==> config.mk <==
export PLATFORM = sky130hd
export DESIGN_NAME = hazard_scoreboard
export DESIGN_NICKNAME = d
export VERILOG_FILES = /design/src/rtl/hazard_scoreboard.sv
export SDC_FILE = /design/constraint.sdc
export NUM_CORES = 1
export LEC_CHECK = 0
export ABC_AREA = 1
export CAP_MARGIN = 20
export CORE_MARGIN = 3
export CORE_UTILIZATION = 45
export DETAILED_ROUTE_END_ITERATION = 7
export DONT_BUFFER_PORTS = 1
export GPL_ROUTABILITY_DRIVEN = 1
export SYNTH_ARGS = -nofsm -noshare
export SYNTH_HDL_FRONTEND = slang
export SYNTH_SLANG_ARGS = --single-unit
==> constraint.sdc <==
create_clock -name clk -period 6.3 [get_ports clk]
set_input_delay 0.315 -clock clk [delete_from_list [all_inputs] [get_ports clk]]
set_output_delay 0.315 -clock clk [all_outputs]
set_load 0.01 [all_outputs]
==> src/rtl/hazard_scoreboard.sv <==
// Per-stage writer scoreboard for the in-order pipeline: tracks which downstream
// stage will write each register and derives forwarding selects, load-use stalls and event counters.
module hazard_scoreboard #(
   parameter int XLEN   = 32,
   parameter int RA_W   = 5,
   parameter int DEPTH  = 3,
   parameter int FWD_EN = 1,
   parameter int CNT_W  = 32
) (
   input  logic                         clk,
   input  logic                         reset,
   input  logic                         issue_valid,
   input  logic                         issue_rf_wen,
   input  logic                         issue_is_load,
   input  logic [RA_W-1:0]              issue_rd,
   input  logic [RA_W-1:0]              rs1_addr,
   input  logic [RA_W-1:0]              rs2_addr,
   input  logic                         rs1_use,
   input  logic                         rs2_use,
   input  logic                         flush,
   input  logic [DEPTH*XLEN-1:0]        res_data,
   input  logic [DEPTH-1:0]             res_ready,
   output logic                         stall,
   output logic [$clog2(DEPTH+1)-1:0]   fwd1_sel,
   output logic [$clog2(DEPTH+1)-1:0]   fwd2_sel,
   output logic [XLEN-1:0]              fwd1_data,
   output logic [XLEN-1:0]              fwd2_data,
   output logic [CNT_W-1:0]             stall_cnt,
   output logic [CNT_W-1:0]             fwd_cnt
);

   localparam int SEL_W = $clog2(DEPTH+1);

   logic [DEPTH-1:0] slot_valid;
   logic [DEPTH-1:0] slot_load;
   logic [RA_W-1:0]  slot_rd [DEPTH];

   logic [DEPTH-1:0] fwd_ok;
   logic [RA_W-1:0]  src_addr [2];
   logic             src_use  [2];
   logic [SEL_W-1:0] src_sel  [2];
   logic [XLEN-1:0]  src_data [2];
   logic             src_haz  [2];

   logic             stall_int;
   logic             fwd_evt;
   logic [CNT_W-1:0] stall_q;
   logic [CNT_W-1:0] fwd_q;

   assign src_addr[0] = rs1_addr;
   assign src_addr[1] = rs2_addr;
   assign src_use[0]  = rs1_use;
   assign src_use[1]  = rs2_use;

   // A load still in EX has no data yet, whatever res_ready claims for that slot.
   assign fwd_ok = (FWD_EN != 0) ? (res_ready & ~(slot_load & DEPTH'(1))) : '0;

   // Scan oldest to youngest so the youngest matching writer overrides older ones.
   always_comb begin
      for (int s = 0; s < 2; s++) begin
         src_sel[s]  = '0;
         src_data[s] = '0;
         src_haz[s]  = 1'b0;
         if (src_use[s] && (src_addr[s] != '0)) begin
            for (int k = DEPTH-1; k >= 0; k--) begin
               if (slot_valid[k] && (slot_rd[k] == src_addr[s])) begin
                  if (fwd_ok[k]) begin
                     src_sel[s]  = SEL_W'(k+1);
                     src_data[s] = res_data[k*XLEN +: XLEN];
                     src_haz[s]  = 1'b0;
                  end else begin
                     src_sel[s]  = '0;
                     src_data[s] = '0;
                     src_haz[s]  = 1'b1;
                  end
               end
            end
         end
      end
   end

   assign stall_int = (src_haz[0] | src_haz[1]) & ~flush & ~reset;
   assign stall     = stall_int;
   assign fwd1_sel  = reset ? '0 : src_sel[0];
   assign fwd2_sel  = reset ? '0 : src_sel[1];
   assign fwd1_data = reset ? '0 : src_data[0];
   assign fwd2_data = reset ? '0 : src_data[1];
   assign fwd_evt   = ~stall_int & ~flush & ((fwd1_sel != '0) | (fwd2_sel != '0));
   assign stall_cnt = reset ? '0 : stall_q;
   assign fwd_cnt   = reset ? '0 : fwd_q;

   // Slots always advance; a stalled or squashed issue enters slot 0 as a bubble.
   always_ff @(posedge clk) begin
      if (reset) begin
         slot_valid <= '0;
         slot_load  <= '0;
         for (int k = 0; k < DEPTH; k++) begin
            slot_rd[k] <= '0;
         end
      end else begin
         slot_valid[0] <= issue_valid & issue_rf_wen & (issue_rd != '0) & ~stall_int & ~flush;
         slot_load[0]  <= issue_is_load;
         slot_rd[0]    <= issue_rd;
         for (int k = 1; k < DEPTH; k++) begin
            slot_valid[k] <= slot_valid[k-1];
            slot_load[k]  <= slot_load[k-1];
            slot_rd[k]    <= slot_rd[k-1];
         end
      end
   end

   always_ff @(posedge clk) begin
      if (reset) begin
         stall_q <= '0;
         fwd_q   <= '0;
      end else begin
         if (stall_int && (stall_q != '1)) begin
            stall_q <= stall_q + 1'b1;
         end
         if (fwd_evt && (fwd_q != '1)) begin
            fwd_q <= fwd_q + 1'b1;
         end
      end
   end

endmodule

==> out/results.ini <==
[logic_synthesis]
syn_avg_cell_area_um2=5.76
syn_nets=1378
synthFlopType=dfxtp_1
synth_cells=1254
synth_edf_count=0
synth_area_mm2=0.00723
ys.warnings.count=0
ys_ff_latch=83
ys_types=40
async_flop_share_pct=0
seq_area_frac_synth_pct=23.0

[timing]
setup-violations-final=0
fmax_mhz=247
rsz0062_at_grt=false
relSlewSlack_pct=28.1
min_period_ns=4.05
fin_ws_ns=2.25
tightest_slew_ns=1.08
tns_ns=0
hold_violations=0
fin_worst_skew_ns=0.00882
min_period_over_period_pct=64.2
slew_viol_final=0

[global_route]
grt_pass1_wl_mm=38.7
grt-ovfl-total=0
antenna_found_initial=0
grt_max_degree=113
grt_usage_pct=26.5
first_global_vias=7263

[power_and_ir_drop]
pwr-share-clk_pct=43.7
p_per_area_mw_per_mm2=146
leakagePower_nw=2.77
switching_share_pct=25.3
p_switching_uw=276
intPower_uw=813
seqPwrFrac_pct=49.0
p_comb_share_pct=7.3
ir_drop_mv=0.117

[final_layout]
fin_area_mm2=0.00744
drive_above_1_share_pct=4.92
antennaDiodeCount=0
mostFrequentLayoutCells=nand2_1, nor2_1, inv_1
final_common_cell=nand2_1
layout.nets=1321
multi_input_area_mm2=0.00461
fillCellCount=1684
regArea_mm2=0.00166
area_delta_synth_final_pct=2.96

[drt]
detailroute.via_count=8159
drc=0
ant_nets=0
drt-pass1-iter-count=5
routed_wl_mm=24.4
drt-initial-drc-count=792
vias_per_cell=5.78
wl_per_cell_um=17.3

[floorplan]
die_height_um=133
die_w_um=133
fp.dieArea_mm2=0.0176
start_util_pct=46.7
core_mm2=0.0155
core.rowCount=45
io_pins=255

[worst_setup_path]
cp_top_family=buffers and inverters
worst-setup-path-type=register to primary output
path_cells=inv_1, nand2_1, nand2_1, nor2_1, nand3_1, inv_1, buf_4, a31oi_1, a221oi_1
worstPathMaxFanout=31
worstPathRequired_ns=5.98
cp.arrival_ns=3.73
slowest_stage=inv_1
path_buf_inv=3
worstSetupEndpointType=primary output
r2r_slack_ns=2.90
startpoint_type=register
critPathMaxStageDelay_ns=1.00

[worst_hold_path]
min_path_type=input port to register

[cts]
cts_setup_buffers=0
cts_hold_buf=0
clk_pin_slew_ns=0.06
clock_sinks=83
h-tree-depth=3
clk_path_buf_depth=2
cts_tree=built
ctsResizeCount=0
worstSkewPairLatency_ns=0.35
cts_made_buffers=9
cts_root_buffer=clkbuf_16

[status]
outcome=complete, no violations

[placed_design]
gp_congestion=0.952
numPortBuffers=0
placed_area_mm2=0.00719
post-place-ws_ns=2.69
hpwlAfterDp_mm=18.1

[job]
maxCapViolations=0

## through the flow
| step | std cells | hold WS, ns | total power, mW | utilization, % |
|---|---|---|---|---|
| 2_1_floorplan | 1254 | 0.413 | 0.621 | - |
| 3_3_place_gp | 1396 | 0.395 | 0.623 | 46.3 |
| 3_5_place_dp | 1397 | 0.396 | 0.623 | 46.4 |
| 4_1_cts | 1411 | 0.0277 | 1.10 | 48.1 |
| 5_1_grt | 1411 | 0.0277 | 1.13 | 48.1 |
| 6_report | 1411 | 0.0377 | 1.09 | 48.1 |
## worst paths after layout
kind            startpoint            end  depth (start not counted)
max          slot_rd[0][6]  fwd1_data[31]                          9
min                  reset  slot_rd[0][1]                          1
max reg2reg  slot_rd[0][3]    stall_q[18]                         14
min reg2reg  slot_valid[0]  slot_valid[1]                          2
## layer usage
layer	vias up	global-route usage [%]	share of wire, %
met2	428	42.8	46
met1	3649	32.9	40
li1	4002	-	-
met5	-	0	0
met4	0	13.6	5.0
met3	80	6.46	8.6
## state kept, by name (all words and copies together), names as in the netlist
name and flops:
stall_q 32, slot_load 1, slot_rd 15, fwd_q 32, slot_valid 3
## logic make-up (layout without fill, tap and decap cells)
logic type	Yosys count	in the layout	synth area share (%)
and+or+nand+nor	668	668	40.4
buffers and inverters	236	182	13.3
AOI/OAI and AO/OA	232	232	19.0
DFF	83	83	23.0
xor gates and xnor gates	33	33	4.00
adders and majority gates	2	2	0.346
## synth_stat cells, types with 2 or more instances
cell,n,area share (%)
inv_2,15,0.78
a31oi_1,17,1.5
o21ai_0,52,3.6
dfxtp_1,83,23
nand3_1,70,4.8
nand3_4,2,0.48
nand2_1,252,13
a21oi_1,95,6.6
ha_1,2,0.35
nand4_1,32,2.8
a221oi_1,34,4.1
o21ai_1,12,0.83
a211o_1,2,0.24
nor3_2,2,0.28
nand2_2,2,0.17
buf_4,4,0.42
nor3_1,40,2.8
nor3b_1,10,1.0
nand3_2,4,0.55
nor2_1,233,12
buf_6,6,0.93
buf_2,10,0.69
nor2_2,5,0.43
inv_1,146,7.6
nand2_4,2,0.31
a211oi_1,14,1.5
clkbuf_1,48,2.5
nor4_1,8,0.69
clkinv_1,2,0.10
a21oi_2,4,0.48
nor2_4,3,0.47
xor2_1,32,3.9
buf_1,4,0.21
## power by group through the flow
stage          Combinational, mW  Sequential (mW)  Clock, mW
2_1_floorplan             0.0776            0.544          0
3_3_place_gp              0.0782            0.545          0
3_5_place_dp              0.0780            0.545          0
4_1_cts                   0.0782            0.533      0.484
5_1_grt                   0.0899            0.534      0.506
6_report                  0.0793            0.533      0.476
## area by class of cell
class	instances	share of cell area [%]
clock buffer	11	3.13
clock inverter	3	0.235
inverter	164	8.31
multi-input combinational	935	61.9
sequential	83	22.3
tap	211	3.55
timing repair buffer	4	0.504
(Power assumes the default switching activity.)
